--- src/rtl/iter_divider_if.sv ---
// Purpose: handshake and operand/result bundle between the EX stage and the iterative divider.
// Latency: none; this file only groups wires.
// Backpressure: the requester holds start until ready pulses; there is no other flow control.
interface iter_divider_if;
  logic        start;
  logic        div_signed;
  logic [31:0] opr1;
  logic [31:0] opr2;
  logic        cancel;
  logic        ready;
  logic [31:0] quotient;
  logic [31:0] remainder;
  logic        busy;

  // EX-stage side: issues requests, consumes results
  modport master (
    output start, div_signed, opr1, opr2, cancel,
    input  ready, quotient, remainder, busy
  );

  // Divider side
  modport slave (
    input  start, div_signed, opr1, opr2, cancel,
    output ready, quotient, remainder, busy
  );
endinterface

--- src/rtl/iter_divider.sv ---
// Purpose: 32-bit radix-2 restoring divider for DIV/DIVU; signed operands are handled as magnitudes plus sign fixup.
// Latency: ready 33 cycles after start is accepted (1 cycle for zero/small-dividend cases when DIV_EARLY_OUT_EN is defined).
// Backpressure: start is a held level; dropping it or raising cancel while busy aborts with no ready and results unchanged.
module iter_divider (
  input  logic        clk,
  input  logic        resetn,
  iter_divider_if.slave div_if
);

  typedef enum logic [1:0] {
    ST_IDLE = 2'd0,
    ST_BUSY = 2'd1,
    ST_DONE = 2'd2
  } state_t;

  state_t      state;
  state_t      state_nxt;

  logic [32:0] prem;       // partial remainder
  logic [31:0] dividend;   // dividend bits shift out the top, quotient bits shift in the bottom
  logic [31:0] divisor;
  logic [4:0]  cnt;
  logic        qs;
  logic        rs;
  logic [31:0] quotient_q;
  logic [31:0] remainder_q;

  // Operand signs and magnitudes (signs forced to 0 for DIVU)
  logic        s1;
  logic        s2;
  logic [31:0] mag1;
  logic [31:0] mag2;
  logic        accept;
  logic        abort;
  logic        last_iter;

  // One restoring step
  logic [33:0] shifted;
  logic [33:0] diff;
  logic        step_ok;
  logic [32:0] prem_nxt;
  logic [31:0] quo_nxt;

  assign s1   = div_if.div_signed & div_if.opr1[31];
  assign s2   = div_if.div_signed & div_if.opr2[31];
  // Negating 0x80000000 yields 0x80000000, which read unsigned is the correct magnitude 2^31
  assign mag1 = s1 ? (~div_if.opr1 + 32'd1) : div_if.opr1;
  assign mag2 = s2 ? (~div_if.opr2 + 32'd1) : div_if.opr2;

  assign accept    = (state == ST_IDLE) & div_if.start & ~div_if.cancel;
  assign abort     = div_if.cancel | ~div_if.start;
  assign last_iter = (cnt == 5'd31);

  // Shift {prem, dividend} left by one and trial-subtract the divisor from the upper 33 bits
  always_comb begin
    shifted  = {prem, dividend[31]};
    diff     = shifted - {2'b00, divisor};
    step_ok  = ~diff[33];
    prem_nxt = step_ok ? diff[32:0] : shifted[32:0];
    quo_nxt  = {dividend[30:0], step_ok};
  end

`ifdef DIV_EARLY_OUT_EN
  // Cases whose result is known without iterating
  logic early_zero;
  logic early_small;
  assign early_zero  = (mag2 == 32'd0);
  assign early_small = (mag1 < mag2);
`endif

  // State register
  always_ff @(posedge clk or negedge resetn) begin
    if (!resetn) state <= ST_IDLE;
    else         state <= state_nxt;
  end

  // Next-state logic; abort takes priority over completion in BUSY
  always_comb begin
    state_nxt = state;
    case (state)
      ST_IDLE: begin
        if (accept) begin
`ifdef DIV_EARLY_OUT_EN
          state_nxt = (early_zero | early_small) ? ST_DONE : ST_BUSY;
`else
          state_nxt = ST_BUSY;
`endif
        end
      end
      ST_BUSY: begin
        if (abort)          state_nxt = ST_IDLE;
        else if (last_iter) state_nxt = ST_DONE;
      end
      ST_DONE: state_nxt = ST_IDLE;
      default: state_nxt = ST_IDLE;
    endcase
  end

  // Datapath: operand capture, one quotient bit per BUSY cycle, signed result on the last step
  always_ff @(posedge clk or negedge resetn) begin
    if (!resetn) begin
      prem        <= 33'd0;
      dividend    <= 32'd0;
      divisor     <= 32'd0;
      cnt         <= 5'd0;
      qs          <= 1'b0;
      rs          <= 1'b0;
      quotient_q  <= 32'd0;
      remainder_q <= 32'd0;
    end else begin
      case (state)
        ST_IDLE: begin
          if (accept) begin
            dividend <= mag1;
            divisor  <= mag2;
            qs       <= s1 ^ s2;
            rs       <= s1;
            prem     <= 33'd0;
            cnt      <= 5'd0;
`ifdef DIV_EARLY_OUT_EN
            // Re-signing |opr1| with its own sign gives back opr1 in both shortcut cases
            if (early_zero) begin
              quotient_q  <= (s1 ^ s2) ? 32'd1 : 32'hFFFF_FFFF;
              remainder_q <= div_if.opr1;
            end else if (early_small) begin
              quotient_q  <= 32'd0;
              remainder_q <= div_if.opr1;
            end
`endif
          end
        end
        ST_BUSY: begin
          if (!abort) begin
            prem     <= prem_nxt;
            dividend <= quo_nxt;
            cnt      <= cnt + 5'd1;
            if (last_iter) begin
              quotient_q  <= qs ? (~quo_nxt + 32'd1) : quo_nxt;
              remainder_q <= rs ? (~prem_nxt[31:0] + 32'd1) : prem_nxt[31:0];
            end
          end
        end
        default: ;
      endcase
    end
  end

  assign div_if.ready     = (state == ST_DONE);
  assign div_if.busy      = (state == ST_BUSY);
  assign div_if.quotient  = quotient_q;
  assign div_if.remainder = remainder_q;

endmodule

--- src/flat_wrapper.sv ---
// flat-port wrapper written by rule: the top's interface ports become plain ports
module iter_divider_flat 
  (clk, resetn, div_if_start, div_if_div_signed, div_if_opr1, div_if_opr2, div_if_cancel, div_if_ready, div_if_quotient, div_if_remainder, div_if_busy);
  iter_divider_if div_if_i ();
  input  logic clk;
  input  logic resetn;
  input wire logic [$bits(div_if_i.start)-1:0] div_if_start;
  input wire logic [$bits(div_if_i.div_signed)-1:0] div_if_div_signed;
  input wire logic [$bits(div_if_i.opr1)-1:0] div_if_opr1;
  input wire logic [$bits(div_if_i.opr2)-1:0] div_if_opr2;
  input wire logic [$bits(div_if_i.cancel)-1:0] div_if_cancel;
  output wire logic [$bits(div_if_i.ready)-1:0] div_if_ready;
  output wire logic [$bits(div_if_i.quotient)-1:0] div_if_quotient;
  output wire logic [$bits(div_if_i.remainder)-1:0] div_if_remainder;
  output wire logic [$bits(div_if_i.busy)-1:0] div_if_busy;
  assign div_if_i.start = div_if_start;
  assign div_if_i.div_signed = div_if_div_signed;
  assign div_if_i.opr1 = div_if_opr1;
  assign div_if_i.opr2 = div_if_opr2;
  assign div_if_i.cancel = div_if_cancel;
  assign div_if_ready = div_if_i.ready;
  assign div_if_quotient = div_if_i.quotient;
  assign div_if_remainder = div_if_i.remainder;
  assign div_if_busy = div_if_i.busy;
  iter_divider u_core (.clk(clk), .resetn(resetn), .div_if(div_if_i));
endmodule
--- config.mk ---
export PLATFORM = sky130hd
export DESIGN_NAME = iter_divider_flat
export DESIGN_NICKNAME = d
export VERILOG_FILES = /design/src/rtl/iter_divider_if.sv /design/src/rtl/iter_divider.sv /design/src/flat_wrapper.sv
export SDC_FILE = /design/constraint.sdc
export NUM_CORES = 1
export LEC_CHECK = 0
export CAP_MARGIN = 25
export CORE_MARGIN = 3
export CORE_UTILIZATION = 40
export DETAILED_ROUTE_END_ITERATION = 8
export PLACE_DENSITY_LB_ADDON = 0.1
export SLEW_MARGIN = 15
export SYNTH_ARGS = -nofsm -noshare
export SYNTH_HDL_FRONTEND = slang
export SYNTH_SLANG_ARGS = --single-unit
export TNS_END_PERCENT = 100
--- constraint.sdc ---
create_clock -name clk -period 5 [get_ports clk]
set_clock_uncertainty 0.2 [all_clocks]
set_input_delay 0.75 -clock clk [delete_from_list [all_inputs] [get_ports clk]]
set_output_delay 0.75 -clock clk [all_outputs]
set_load 0.02 [all_outputs]
# Word-level counts from Yosys, hierarchy flattened
# Cells that the tools add are included.
[totals] wordCells=59 ff_bits=170 in_bits=69 out_inout_bits=66
[op_classes] eq_ne=6 muxes=18 bitwise=14 addsub=6 reduce_logical=6
[ops] cell="2-to-1 mux 32 bit" count=6
[ops] cell="adder 32 x 1 -> 32 bit (second input constant)" count=4
[ops] cell="NOT 32 bit" count=4
[ops] cell="2-to-1 mux 33 bit" count=3
[ops] cell="case mux 33 bit (2 select lines)" count=1
[ops] cell="case mux 32 bit (2 select lines)" count=1
[ops] cell="subtractor 34 x 32 -> 34 bit" count=1
[ops] cell="2-to-1 mux 5 bit" count=2
[ops] cell="case mux 5 bit (2 select lines)" count=1
[ops] cell="2-to-1 mux 2 bit" count=3
[ops] cell="AND reduction 3 bit" count=2
[ops] cell="adder 5 x 1 -> 5 bit (second input constant)" count=1
[ops] cell="== test 5 bit (second input constant)" count=1
[ops] cell="AND 1 bit" count=4
[ops] cell="NOT 1 bit" count=4
[ops] cell="case mux 2 bit (2 select lines)" count=1
[ops] cell="AND reduction 2 bit" count=2
[ops] cell="inequality test 3 x 1 -> 1 bit (second input constant)" count=1
[ops] cell="== test 2 x 1 -> 1 bit (second input constant)" count=1
[ops] cell="== test 2 bit (second input constant)" count=1
[ops] cell="zero test 2 bit" count=1
[ops] cell="inequality test 2 x 1 -> 1 bit (second input constant)" count=1
[ops] cell="inequality test 2 bit (second input constant)" count=1
[ops] cell="nonzero test 2 bit" count=1
[ops] cell="other kinds (2)" count=2

# Logic depth before layout (Yosys ltp)
[logic_depth] word_depth=5 ltp_mapped=25 depth_no_buf=21

# Least setup slack after synthesis
# OpenSTA, ideal clock, no wires.
[synth_path] kind="register -> register" start="register u_core.prem[25]" end="register u_core.remainder_q[26] (netlist: u_core.div_if.remainder[26])" setup_time_ns=0.130 path_buffers=3 stages_incl_launch_ff=24 setup_slack_ns=-0.157 arrival_ns=4.827 synth_period_minus_slack_ns=5.157 required_ns=4.670 path_cell_list="dfrtp_1 > ha_1 > a21oi_2 > o21ai_1 > a2111oi_0 > o31ai_1 > nor3_2 > nor2_1 > inv_2 > clkbuf_1 > clkbuf_1 > clkbuf_1 > nor2_1 > a21oi_1 > ha_1 > nor4b_1 > nand2_1 > nor4_1 > o21ai_0 > o31ai_2 > nand3_1 > o41ai_1 > xnor2_1 > o21ai_1"
[synth_via] elab_chain_cells=5
[synth_lines] element="start, declared" line_no="iter_divider.sv:19" rtl="logic [32:0] prem;"
[synth_lines] element="start signal, assigned" line_no="iter_divider.sv:134" rtl="prem <= prem_nxt;"
[synth_lines] element="subtractor 34 x 32 -> 34 bit" line_no="iter_divider.sv:57" rtl="diff = shifted - {2'b00, divisor};"
[synth_lines] element="2-to-1 mux 33 bit (*)" line_no="iter_divider.sv:59" rtl="prem_nxt = step_ok ? diff[32:0] : shifted[32:0];"
[synth_lines] element="NOT 32 bit" line_no="iter_divider.sv:139" rtl="remainder_q <= rs ? (~prem_nxt[31:0] + 32'd1) : prem_nxt[31:0];"
[synth_lines] element="adder 32 x 1 -> 32 bit" line_no="iter_divider.sv:139"
[synth_lines] element="2-to-1 mux 32 bit (*)" line_no="iter_divider.sv:139"
[synth_lines] element="end signal, assigned" line_no="iter_divider.sv:139"
[synth_lines] element="end, declared" line_no="iter_divider.sv:26" rtl="logic [31:0] remainder_q;"
# Mark *: on every way between the ends. The rest lies on a longest branch, timed or not.
# A chain may end at the register's enable or synchronous reset.

# Worst setup path in the final report
[layout_path] start="register u_core.prem[25]" end="register u_core.remainder_q[30] (netlist: u_core.div_if.remainder[30])"
# The elaborated chain is that of the path after synthesis.

==> flow_metrics.py <==
metrics = {
    "route": {
        "num_vias": 10500,
        "wirelength_um": 32900,
        "drc": 0,
        "wire_per_inst_um": 17.2,
        "drt_iter0_drc": 839,
        "vias_per_cell": 5.45,
        "ant_nets": 0,
        "drt_pass1_iterations": 5,
    },
    "worst_setup_path": {
        "slowest_stage": "dfrtp_1",
        "cp_data_arrival_time_ns": 4.73,
        "r2r_cells": 20,
        "cp_num_buf_inv": 2,
        "crit_chain": "ha_1 -> a21oi_2 -> o21ai_1 -> a2111oi_2 -> o31ai_2 -> nor3_2 -> nor2_4 -> inv_2 -> mux2i_1 -> ha_1 -> nor4b_4 -> nand2_1 -> nor4_1 -> o21ai_0 -> o31ai_2 -> buf_4 -> nand3_1 -> o31ai_2 -> xnor2_1 -> o21ai_1",
        "critPathTopFamily": "compound AO/OA/AOI/OAI gates",
        "cp-end-kind": "register",
        "crit_required_ns": 5.10,
        "r2r_setup_slack_ns": 0.37,
        "startpoint_type": "register",
        "reg2reg_from": "u_core.prem[25]$_DFFE_PN0P_",
        "path_class": "reg -> reg",
        "cp_slowest_stage_delay_ns": 0.43,
        "critical_path.most_common_cell": "o31ai_2",
        "cp.depth": 20,
        "r2r_end": "u_core.div_if.remainder[30]$_DFFE_PN0P_",
        "worst-path-max-fanout": 7,
    },
    "final_layout": {
        "syn_to_final_growth_pct": 21.4,
        "final_nets": 1635,
        "fin_cells": 1918,
        "regArea_sq_mm": 0.00425,
        "nFillCells": 2778,
        "most-common-layout-cells": "nand2_1 (252), o21ai_0 (206), dfrtp_1 (170), clkdlybuf4s50_1 (133), xnor2_1 (77)",
        "fin_area_sq_mm": 0.0139,
        "drive_gt1_frac": 0.0591,
        "final_common_cell": "nand2_1",
        "antenna_cells": 0,
        "multiInputGateArea_sq_mm": 0.00681,
    },
    "global_route": {
        "grt_overflow": 0,
        "grt_pass1_wl_um": 53400,
        "track_usage": 0.214,
        "antenna_found_initial": 0,
        "grt_max_degree": 112,
        "grt_pass1_vias": 9825,
    },
    "logic_synthesis": {
        "yosysWarnings": 0,
        "synthArstFlopShare": 1.00,
        "ys_types": 67,
        "ys_seq_elements": 170,
        "syn_nets": 1519,
        "ys_seq_area_frac": 0.371,
        "synth_area_per_cell_sq_um": 8.13,
        "syn_area_sq_mm": 0.0115,
        "ys.flop_type": "dfrtp_1",
        "syn_inst": 1411,
        "synth_edf_count": 0,
    },
    "cts": {
        "ctsHtreeMaxLevel": 4,
        "cts_tree": "built",
        "numClockSinks": 170,
        "cts_buffers": 17,
        "clock_latency_ns": 0.43,
        "clockBufferDepth": 2,
        "post_cts_buffers": 0,
        "clock-root-buffer": "clkbuf_16",
        "path_clk_slew_ns": 0.07,
    },
    "timing": {
        "final_min_period_over_clock_period": 0.927,
        "fin_ws_ns": 0.367,
        "max_slew_margin": 0.359,
        "fmaxAchievable_mhz": 216,
        "finalSetupViolations": 0,
        "worst_pin_slew_ns": 0.962,
        "maxSlewViolCount": 0,
        "layout_min_cycle_time_ns": 4.63,
        "hold_viol": 0,
    },
    "job": {
        "cap_violations": 0,
    },
    "placement": {
        "place.gp.congestion": 0.928,
        "placed_area_sq_mm": 0.0133,
        "dpl.cell_count": 1883,
        "dp_hpwl_um": 24900,
        "numPortBuffers": 134,
        "pre_cts_ws_ns": 0.252,
    },
    "floorplan": {
        "ioPinCount": 135,
        "rows": 61,
        "core_area_sq_mm": 0.0280,
        "die_width_um": 175,
        "die_area_sq_mm": 0.0307,
        "die_y_um": 175,
        "start_util": 0.409,
    },
    "power": {
        "finalPower_mw": 3.80,
        "p_per_area_mw_per_mm2": 273,
        "vdd_drop_max_uv": 223,
        "power.static_leakage_nw": 5.84,
    },
    "min_path": {
        "min-delay-path-class": "in -> async",
    },
    "status": {
        "status": "finished, final reports clean",
    },
}
## timing repair
item,4_1_cts,5_1_grt
hold buffers,0,0
endpoints found under the setup margin,0,5
gates resized for setup,0,9
## report_power, final
part	switching [mW]	internal [mW]	total, mW
logic	0.570	0.379	0.948
clock network	0.630	0.647	1.28
registers	0.106	1.47	1.57
## layer usage
layer | GRT usage | vias to the layer above | wire [um] | part of all wire
li1 | - | 5231 | - | -
met1 | 0.347 | 4925 | 17500 | 0.53
met2 | 0.300 | 285 | 13200 | 0.40
met3 | 0.0296 | 20 | 1890 | 0.057
met4 | 0.0445 | 0 | 371 | 0.011
met5 | 0 | - | 0 | 0
## worst max-delay path by stage
stage,slack [ns],endpoint,startpoint
2_1_floorplan,0.01,u_core.div_if.remainder[26]$_DFFE_PN0P_,u_core.prem[25]$_DFFE_PN0P_
3_3_place_gp,0.35,u_core.div_if.remainder[26]$_DFFE_PN0P_,u_core.prem[23]$_DFFE_PN0P_
3_5_place_dp,0.25,u_core.div_if.remainder[26]$_DFFE_PN0P_,u_core.prem[23]$_DFFE_PN0P_
4_1_cts,0.23,u_core.div_if.remainder[26]$_DFFE_PN0P_,u_core.prem[23]$_DFFE_PN0P_
5_1_grt,-0.003,u_core.div_if.remainder[30]$_DFFE_PN0P_,u_core.prem[25]$_DFFE_PN0P_
6_report,0.37,u_core.div_if.remainder[30]$_DFFE_PN0P_,u_core.prem[25]$_DFFE_PN0P_
## registers in the layout (all words and copies together), names as in the netlist
register / flops
u_core.div_if.quotient: 32
u_core.prem: 33
u_core.divisor: 32
u_core.rs: 1
u_core.qs: 1
u_core.div_if.remainder: 32
u_core.cnt: 5
u_core.state: 2
u_core.dividend: 32
## cells by family after synthesis
family                   after synthesis  synth area share
AND/OR/NAND/NOR                      478             0.188
AO/OA/AOI/OAI                        426             0.220
flip-flops                           170             0.371
XOR/XNOR                             143             0.109
buffers and inverters                125            0.0415
adder cells (fa/ha/maj)               39            0.0432
multiplexers                          30            0.0263
## metrics by stage
| step | setup TNS, ns | hold slack (ns) | utilization |
|---|---|---|---|
| 6_report | 0 | 0.0746 | 0.497 |
| 5_1_grt | -0.00328 | 0.127 | 0.497 |
| 4_1_cts | 0 | 0.110 | 0.494 |
| 3_5_place_dp | 0 | 0.269 | 0.474 |
| 3_3_place_gp | 0 | 0.260 | 0.474 |
| 2_1_floorplan | 0 | 0.245 | - |
## layout make-up
cell class / instances / share of cell area
Inverter: 54 / 0.0146
Clock inverter: 14 / 0.00809
Sequential cell: 170 / 0.306
Clock buffer: 18 / 0.0308
Tap cell: 378 / 0.0340
Timing Repair Buffer: 168 / 0.118
Multi-Input combinational cell: 1116 / 0.489
## synth_stat cells (4+ instances only)
library cell	instances	area (sq um)
or4_1	12	90.1
buf_2	5	25.0
nand3_1	21	105
or3_1	16	100
o31ai_1	22	165
dfrtp_1	170	4250
and2_1	6	37.5
nor3b_1	5	37.5
o41ai_1	19	166
nor2b_1	6	37.5
a211oi_1	6	45.0
clkbuf_1	62	233
nand2b_1	12	75.1
nor2_1	71	267
a21oi_1	66	330
o22ai_1	31	194
a21o_1	8	60.1
o21ai_1	16	80.1
nand2_1	253	950
ha_1	38	475
nand4_1	11	68.8
and3_1	8	50.1
o21a_1	7	52.6
nor3_1	30	150
nor4_1	16	100
mux2i_1	29	290
a31oi_1	8	50.1
xor2_1	66	578
o21ai_0	207	1040
inv_1	52	195
buf_1	4	15.0
xnor2_1	77	674
Note: power is estimated with default switching activity, not from simulation.
